--- src/rtl/sys_arr_pkg.sv ---
// Shared definitions for the sys_arr result path: default geometry, deskew FSM
// encoding and the lane-slice helper used to address one column of a packed row.
package sys_arr_pkg;

  localparam int DEF_PE_OUT_WIDTH = 32;
  localparam int DEF_SYS_ARR_SIZE = 8;

  typedef enum logic [1:0] {
    ST_IDLE  = 2'd0,
    ST_WAIT  = 2'd1,
    ST_DRAIN = 2'd2,
    ST_DONE  = 2'd3
  } deskew_state_t;

  // LSB position of column `lane` inside a packed row of `width`-bit lanes.
  function automatic int lane_lsb(input int lane, input int width);
    return width * lane;
  endfunction

endpackage

--- src/rtl/deskew_delay_line.sv ---
// Free-running fixed-depth delay line for one result column; DEPTH=0 is a
// plain wire so the last column needs no special casing in the top level.
module deskew_delay_line #(
  parameter int WIDTH = 32,
  parameter int DEPTH = 1
) (
  input  logic             clk,
  input  logic             reset,
  input  logic [WIDTH-1:0] din,
  output logic [WIDTH-1:0] dout
);

  generate
    if (DEPTH == 0) begin : g_pass
      logic unused_clk_reset;
      assign unused_clk_reset = clk | reset;
      assign dout = din;
    end else begin : g_regs
      logic [WIDTH-1:0] stage [DEPTH];

      // NOTE: this shift register is reset on purpose: stale lane data must never
      // appear on the output register after an aborted tile, so it is not left as RAM.
      always_ff @(posedge clk or posedge reset) begin
        if (reset) begin
          for (int i = 0; i < DEPTH; i++) stage[i] <= '0;
        end else begin
          stage[0] <= din;
          for (int i = 1; i < DEPTH; i++) stage[i] <= stage[i-1];
        end
      end

      assign dout = stage[DEPTH-1];
    end
  endgenerate

endmodule

--- src/rtl/sys_arr_out_deskew.sv ---
// Removes the diagonal column skew of sys_arr results and emits one aligned row
// per cycle. Optional macro DESKEW_RELU_EN clamps negative lanes to zero at the output register.
module sys_arr_out_deskew
  import sys_arr_pkg::*;
#(
  parameter int PE_OUT_WIDTH = DEF_PE_OUT_WIDTH,
  parameter int SYS_ARR_SIZE = DEF_SYS_ARR_SIZE,
  parameter int ARR_LATENCY  = 10,
  parameter int MAX_ROWS     = 256,
  parameter int ROW_W        = $clog2(MAX_ROWS + 1)
) (
  input  logic                                 clk,
  input  logic                                 reset,
  input  logic                                 start,
  input  logic [ROW_W-1:0]                     num_rows,
  input  logic [PE_OUT_WIDTH*SYS_ARR_SIZE-1:0] result_in,
  output logic                                 busy,
  output logic                                 out_valid,
  output logic [ROW_W-1:0]                     out_row_idx,
  output logic [PE_OUT_WIDTH*SYS_ARR_SIZE-1:0] out_data,
  output logic                                 done
);

  localparam int BUS_W = PE_OUT_WIDTH * SYS_ARR_SIZE;
  localparam int CNT_W = $clog2(ARR_LATENCY + SYS_ARR_SIZE + MAX_ROWS + 1);
  // Last WAIT count: the cycle in which row 0 is aligned at the delay-line outputs.
  localparam logic [CNT_W-1:0] WAIT_LAST  = CNT_W'(ARR_LATENCY + SYS_ARR_SIZE - 2);
  localparam logic [ROW_W-1:0] MAX_ROWS_V = ROW_W'(MAX_ROWS);

  deskew_state_t    state, state_next;
  logic [CNT_W-1:0] wait_cnt;
  logic [ROW_W-1:0] rows_q;
  logic [ROW_W-1:0] row_idx;
  logic [BUS_W-1:0] aligned;
  logic [BUS_W-1:0] shaped;
  logic [BUS_W-1:0] data_q;
  logic             accept;
  logic             last_row;

  assign accept   = start && ((state == ST_IDLE) || (state == ST_DONE));
  assign last_row = (row_idx == rows_q - ROW_W'(1));

  // Column j arrives j cycles after column 0, so it is delayed by the remaining lanes.
  generate
    for (genvar j = 0; j < SYS_ARR_SIZE; j++) begin : g_lane
      deskew_delay_line #(
        .WIDTH (PE_OUT_WIDTH),
        .DEPTH (SYS_ARR_SIZE - 1 - j)
      ) u_delay (
        .clk   (clk),
        .reset (reset),
        .din   (result_in[lane_lsb(j, PE_OUT_WIDTH) +: PE_OUT_WIDTH]),
        .dout  (aligned[lane_lsb(j, PE_OUT_WIDTH) +: PE_OUT_WIDTH])
      );
    end
  endgenerate

`ifdef DESKEW_RELU_EN
  always_comb begin
    shaped = aligned;
    for (int j = 0; j < SYS_ARR_SIZE; j++) begin
      if (aligned[lane_lsb(j, PE_OUT_WIDTH) + PE_OUT_WIDTH - 1])
        shaped[lane_lsb(j, PE_OUT_WIDTH) +: PE_OUT_WIDTH] = '0;
    end
  end
`else
  assign shaped = aligned;
`endif

  // NOTE: sequential state uses non-blocking assignments only, so every flop
  // samples pre-edge values regardless of process evaluation order.
  always_ff @(posedge clk or posedge reset) begin
    if (reset) state <= ST_IDLE;
    else       state <= state_next;
  end

  // NOTE: every combinational output gets a default before the case, so no path
  // leaves it unassigned and no latch is inferred.
  always_comb begin
    state_next = state;
    unique case (state)
      ST_IDLE, ST_DONE: begin
        if (start) state_next = (num_rows == '0) ? ST_DONE : ST_WAIT;
        else       state_next = ST_IDLE;
      end
      ST_WAIT:  if (wait_cnt == WAIT_LAST) state_next = ST_DRAIN;
      ST_DRAIN: if (last_row)              state_next = ST_DONE;
      default:  state_next = ST_IDLE;
    endcase
  end

  always_comb begin
    busy      = 1'b0;
    out_valid = 1'b0;
    done      = 1'b0;
    unique case (state)
      ST_WAIT:  busy = 1'b1;
      ST_DRAIN: begin
        busy      = 1'b1;
        out_valid = 1'b1;
      end
      ST_DONE:  done = 1'b1;
      default:  ;
    endcase
  end

  // Output register loads only for rows being presented, so it holds between tiles.
  always_ff @(posedge clk or posedge reset) begin
    if (reset) begin
      wait_cnt <= '0;
      rows_q   <= '0;
      row_idx  <= '0;
      data_q   <= '0;
    end else begin
      if (accept) begin
        wait_cnt <= '0;
        if (num_rows != '0) rows_q <= (num_rows > MAX_ROWS_V) ? MAX_ROWS_V : num_rows;
      end else if (state == ST_WAIT) begin
        wait_cnt <= wait_cnt + CNT_W'(1);
      end

      if (state_next == ST_DRAIN) begin
        row_idx <= (state == ST_DRAIN) ? row_idx + ROW_W'(1) : '0;
        data_q  <= shaped;
      end
    end
  end

  assign out_row_idx = row_idx;
  assign out_data    = data_q;

endmodule

--- config.mk ---
export PLATFORM = sky130hd
export DESIGN_NAME = sys_arr_out_deskew
export DESIGN_NICKNAME = d
export VERILOG_FILES = /design/src/rtl/sys_arr_pkg.sv /design/src/rtl/deskew_delay_line.sv /design/src/rtl/sys_arr_out_deskew.sv
export SDC_FILE = /design/constraint.sdc
export NUM_CORES = 1
export LEC_CHECK = 0
export CAP_MARGIN = 20
export CORE_MARGIN = 5
export CORE_UTILIZATION = 45
export CTS_CLUSTER_SIZE = 10
export DETAILED_ROUTE_END_ITERATION = 10
export PLACE_DENSITY = 0.68
export REMOVE_ABC_BUFFERS = 1
export SYNTH_ARGS = -nofsm -noshare
export SYNTH_HDL_FRONTEND = slang
export SYNTH_SLANG_ARGS = --single-unit
--- constraint.sdc ---
create_clock -name clk -period 118 [get_ports clk]
set_input_delay 11.8 -clock clk [delete_from_list [all_inputs] [get_ports clk]]
set_output_delay 11.8 -clock clk [all_outputs]
set_load 0.01 [all_outputs]
## Word-level counts from Yosys, hierarchy flattened

Index checks and enable logic that the tools add are counted.

- Equality and inequality tests: 6
- $add $sub $neg: 3
- Reduce and logical (&&, ||, !) cells: 9
- $lt $le $gt $ge: 1
- Muxes and demuxes: 12

Operators with widths:

| kind | number |
|---|---|
| $mux W9 | 4 |
| $add A9 B1 Y9 const B | 2 |
| $eq A9 B5 Y1 const B | 1 |
| $eq A9 B9 Y1 | 1 |
| $gt A9 B9 Y1 const B | 1 |
| $logic_not A9 Y1 | 1 |
| $reduce_bool A9 Y1 | 1 |
| $sub A9 B1 Y9 const B | 1 |
| $mux W2 | 4 |
| $eq A2 B2 Y1 const B | 3 |
| $pmux W2 S3 | 1 |
| $reduce_or A2 Y1 | 2 |
| $mux W1 | 3 |
| $eq A2 B1 Y1 const B | 1 |
| $logic_not A2 Y1 | 1 |
| $reduce_and A2 Y1 | 1 |
| $reduce_bool A2 Y1 | 1 |
| $logic_and A1 B1 Y1 | 1 |
| $logic_or A1 B1 Y1 | 1 |

- Logic and storage cells: 64
- Output and inout port bits: 268
- Bits of input ports: 268
- Bits in registers: 1181

## Logic depth before layout (Yosys ltp)

- Word-level depth: 5
- Gate-level depth with buffers: 11
- Gate-level depth less buffers: 8

## Cells and area by module

A second synthesis with hierarchy kept.

- Cells, all modules: 1884
- Area, all modules: 35773.1 µm²

By module, submodules not included:

| module | area each (µm²) | times used | cells an instance | sequential area each (µm²) |
|---|---|---|---|---|
| sys_arr_out_deskew | 11643.7 | 1 | 757 | 7131.8 |
| deskew_delay_line at g_lane[0].u_delay | 5849.4 | 1 | 257 | 5605.4 |
| deskew_delay_line at g_lane[1].u_delay | 5048.6 | 1 | 225 | 4804.6 |
| deskew_delay_line at g_lane[2].u_delay | 4247.8 | 1 | 193 | 4003.8 |
| deskew_delay_line at g_lane[3].u_delay | 3447.1 | 1 | 161 | 3203.1 |
| deskew_delay_line at g_lane[4].u_delay | 2646.3 | 1 | 129 | 2402.3 |
| deskew_delay_line at g_lane[5].u_delay | 1845.5 | 1 | 97 | 1601.5 |
| deskew_delay_line at g_lane[6].u_delay | 804.5 | 1 | 33 | 800.8 |
| deskew_delay_line at g_lane[7].u_delay | 240.2 | 1 | 32 | 0.0 |

## Worst setup path before layout

Ideal clock, no wire load.

- Kind: in2reg
- Start: input port num_rows[3]
- End: register rows_q[3]
- Required time: 117.864 ns
- Slack: 105.206 ns
- Path buffers: 1
- Arrival: 12.658 ns
- Setup time: 0.136 ns
- Stages on the path: 5
- Cell sequence: nor4_1 -> nand3_1 -> nand2_1 -> clkbuf_1 -> o21ai_0

- Cells in the longest elaborated chain, start to end: 2
- Elaborated cells on any way between the ends: 4
- Those cells by class: 1 x order compare; 1 x mux; 2 x reduce/logical

Ends and longest elaborated chain:

| item | line | RTL |
|---|---|---|
| start: declaration | sys_arr_out_deskew.sv:15 | `input logic [ROW_W-1:0] num_rows,` |
| $gt A9 B9 Y1 / $reduce_bool A9 Y1 (equally long branches) | sys_arr_out_deskew.sv:117 | `if (num_rows != '0) rows_q <= (num_rows > MAX_ROWS_V) ? MAX_ROWS_V : num_rows;` |
| $mux W9 / $reduce_and A2 Y1 (equally long branches) | -- |  |
| end signal: assignment | sys_arr_out_deskew.sv:117 |  |
| end: declaration | sys_arr_out_deskew.sv:32 | `logic [ROW_W-1:0] rows_q;` |

Several ways; a longest one is shown, not always the timed one.
A chain may end at the register's enable or synchronous reset.

==> out/results.ini <==
[critical_path]
cp_max_fo = 161
cp_top_family = buffers and inverters
max_stage_delay_ns = 0.84
crit_chain = clkdlybuf4s50_1 -> inv_8 -> buf_12 -> buf_4 -> buf_4
worstPathRequired_ns = 118.68
slowest_stage = buf_4
worst-path-stages = 5
cp.arrival_ns = 15.45
cp_common_cell = buf_4
reg2regPathDepth = 11
crit_type = in -> async
cp_num_buf_inv = 5
critPathLaunchType = input port
end_kind = async pin

[sta]
rsz0062_at_grt = false
period_minus_slack_ns = 14.77
timing.fmax_ghz = 0.0677
slew_headroom_pct = 30.9
setup_viol = 0
finalSetupTns_ns = 0
tightest_slew_ns = 1.04
drv_slew = 0
clock_skew_ns = 0.0233
min_period_over_period_pct = 12.5
hold_viol_final = 0

[synth]
synthMuxAreaShare_pct = 8.66
synth_compound_area_share_pct = 0.960
synth_cells = 1642
yosys-top-cells-count = dfrtp_1, mux2_1, mux2_2, nand2_1, buf_4
synth-seq-cells = 1181
synth_area_leader_cell = dfrtp_1
synth-simple-area-share_pct = 1.30
synth_top_area_share_pct = 87.6
synth_top_family_by_area = multiplexers
synth.most_common_cell = dfrtp_1
netlist_top_cells_area = dfrtp_1, mux2_1, mux2_2, buf_4, xor2_1
ys_types = 48
synth_flop_cell = dfrtp_1
synthXorXnorAreaFrac_pct = 0.456
postSynthAreaPerCell_sq_um = 20.6
async_flop_share_pct = 100
syn_area_sq_um = 33800
synth_edf_count = 0
synth_fa_ha_area_share_pct = 0.259
ys_seq_area_share_pct = 87.6
ys_warn_count = 0

[clocking]
cts.reportedPaths.clkPinSlew_ns = 0.05
cts_made_buffers = 137
cts.sinks = 1181
root_buffer = clkbuf_16
post-cts-setup-buffer-count = 0
h-tree-depth = 4
cts_buffer_depth = 3
clk_latency_ns = 0.69
cts.repair.resized = 0
cts_tree = yes
ctsHoldBuffers = 0

[die]
start_util_pct = 45.3
rows = 100
io_pins = 536
dieArea_sq_um = 80600
die_y_um = 284
die_w_um = 284
core_area_sq_um = 74400

[pwr]
cellLeakagePower_nw = 20.4
ir_worst_vdd_v = 0.0000126
power.density_nw_per_um2 = 18.9

[detailed_routing]
wl_per_cell_um = 19.5
drcViolationCount = 0
first_pass_iters = 4
first_iter_violations = 775
routed_wl_um = 64300
vias = 15452
postRouteAntennaNets = 0
vias_per_cell = 4.68

[place]
gp_congestion = 0.775
placed_area_sq_um = 40300
io_buffer_count = 535
hpwl_um = 41600

[global_route]
track_usage_pct = 16.5
antenna_found_initial = 15
overflow = 0
grt_pass1_wl_um = 104000
grt_max_degree = 212
grt_pass1_vias = 17809

[job]
maxCapViolations = 0

[cells_and_area]
finalNetCount = 2576
area_growth_syn_to_layout_pct = 31.0
final_area_sq_um = 44200
layout-drive-gt1-share_pct = 10.9

[run_status]
status = finished, final reports clean

[hold_path]
hold_path_depth = 0
hp-class = reg -> reg

==> layout by cell type, fill, tap and decap left out, drive strengths merged, types with 3 or more instances in the layout <==
master | synthesis | routed
dfrtp | 1181 | 1181
clkinv | 0 | 11
a21oi | 5 | 5
mux2i | 4 | 4
or3 | 3 | 3
inv | 15 | 20
nand3b | 4 | 4
xnor2 | 4 | 4
mux2 | 256 | 256
buf | 28 | 19
o21ai | 15 | 15
nand3 | 6 | 6
o211ai | 4 | 4
nand2b | 8 | 8
nor2 | 12 | 12
clkbuf | 6 | 145
a21o | 3 | 3
clkdlybuf4s50 | 0 | 535
nand2 | 24 | 24
diode | 0 | 10
ha | 7 | 7
nor4 | 4 | 4
nor3 | 5 | 5
nand4 | 4 | 4
and3 | 6 | 6
xor2 | 11 | 11
==> layout make-up <==
cell class / instances / area (sq um)
fillers: 5256 / 30200
well taps: 969 / 1210
flip-flops and latches: 1181 / 29600
repair buffers: 554 / 5600
clock inverters: 17 / 335
multi-input cells: 412 / 3930
clock buffers: 145 / 3500
inverters: 15 / 63.8
diodes: 10 / 25.0
==> registers in the layout (all words and copies together) (netlist names) <==
name,cells
rows_q,9
state,2
wait_cnt,9
g_lane.u_delay.g_regs.stage,672
out_row_idx,9
out_data,256
g_lane.u_delay.dout,224
==> through the flow <==
| stage | hold slack (ns) | utilization [%] | setup slack [ns] | std cells | total power, mW |
|---|---|---|---|---|---|
| 5_1_grt | 0.343 | 59.4 | 102.57 | 3297 | 0.873 |
| 3_3_place_gp | 0.331 | 54.1 | 102.28 | 3127 | 0.476 |
| 4_1_cts | 0.333 | 59.2 | 102.89 | 3290 | 0.849 |
| 3_5_place_dp | 0.335 | 54.1 | 102.13 | 3128 | 0.479 |
| 2_1_floorplan | 0.331 | - | 72.93 | 1608 | 0.455 |
| 6_report | 0.323 | 59.4 | 103.24 | 3303 | 0.836 |
==> path summary, 6_finish.rpt <==
kind	startpoint	endpoint	slack, ns
worst max-delay path	reset	g_lane[1].u_delay.g_regs.stage[133]	103.24
min in group asynchronous	reset	g_lane[3].u_delay.g_regs.stage[121]	11.70
max in group clk	state[0]	busy	104.04
worst max register to register	rows_q[0]	out_data[227]	112.73
worst min-delay path	g_lane[1].u_delay.g_regs.stage[52]	g_lane[1].u_delay.dout[20]	0.32
worst min register to register	g_lane[1].u_delay.g_regs.stage[52]	g_lane[1].u_delay.dout[20]	0.32
==> cells by family after synthesis <==
group / after synthesis
fa+ha+maj: 7
simple gates: 84
compound gates: 45
flops: 1181
mux: 260
xor+xnor: 16
buf+inv: 49
==> routing by layer <==
layer | up-vias | wire [um] | part of all wire [%] | global-route usage (%)
met5 | - | 51 | 0.079 | 0
met4 | 8 | 1910 | 3.0 | 6.38
met3 | 138 | 4320 | 6.7 | 5.54
met2 | 447 | 34300 | 53 | 28.4
met1 | 8179 | 23700 | 37 | 19.4
li1 | 6680 | - | - | -
==> power breakdown <==
group	internal (mW)	switching [mW]	total (mW)
combinational	0.0200	0.0181	0.0381
sequential	0.426	0.00779	0.434
clock	0.214	0.150	0.364
==> worst reg2reg max path, stage by stage (launching register included) <==
cell and delay (ns):
dfrtp_1 0.41, inv_1 0.07, ha_1 0.26, nand2b_1 0.17, a211oi_1 0.26, nor3_1 0.10
or4_1 0.70, o21ai_4 0.35, buf_4 0.59, buf_4 0.88, buf_4 0.90, mux2_2 0.48
Power figures use the tool's default switching activity.
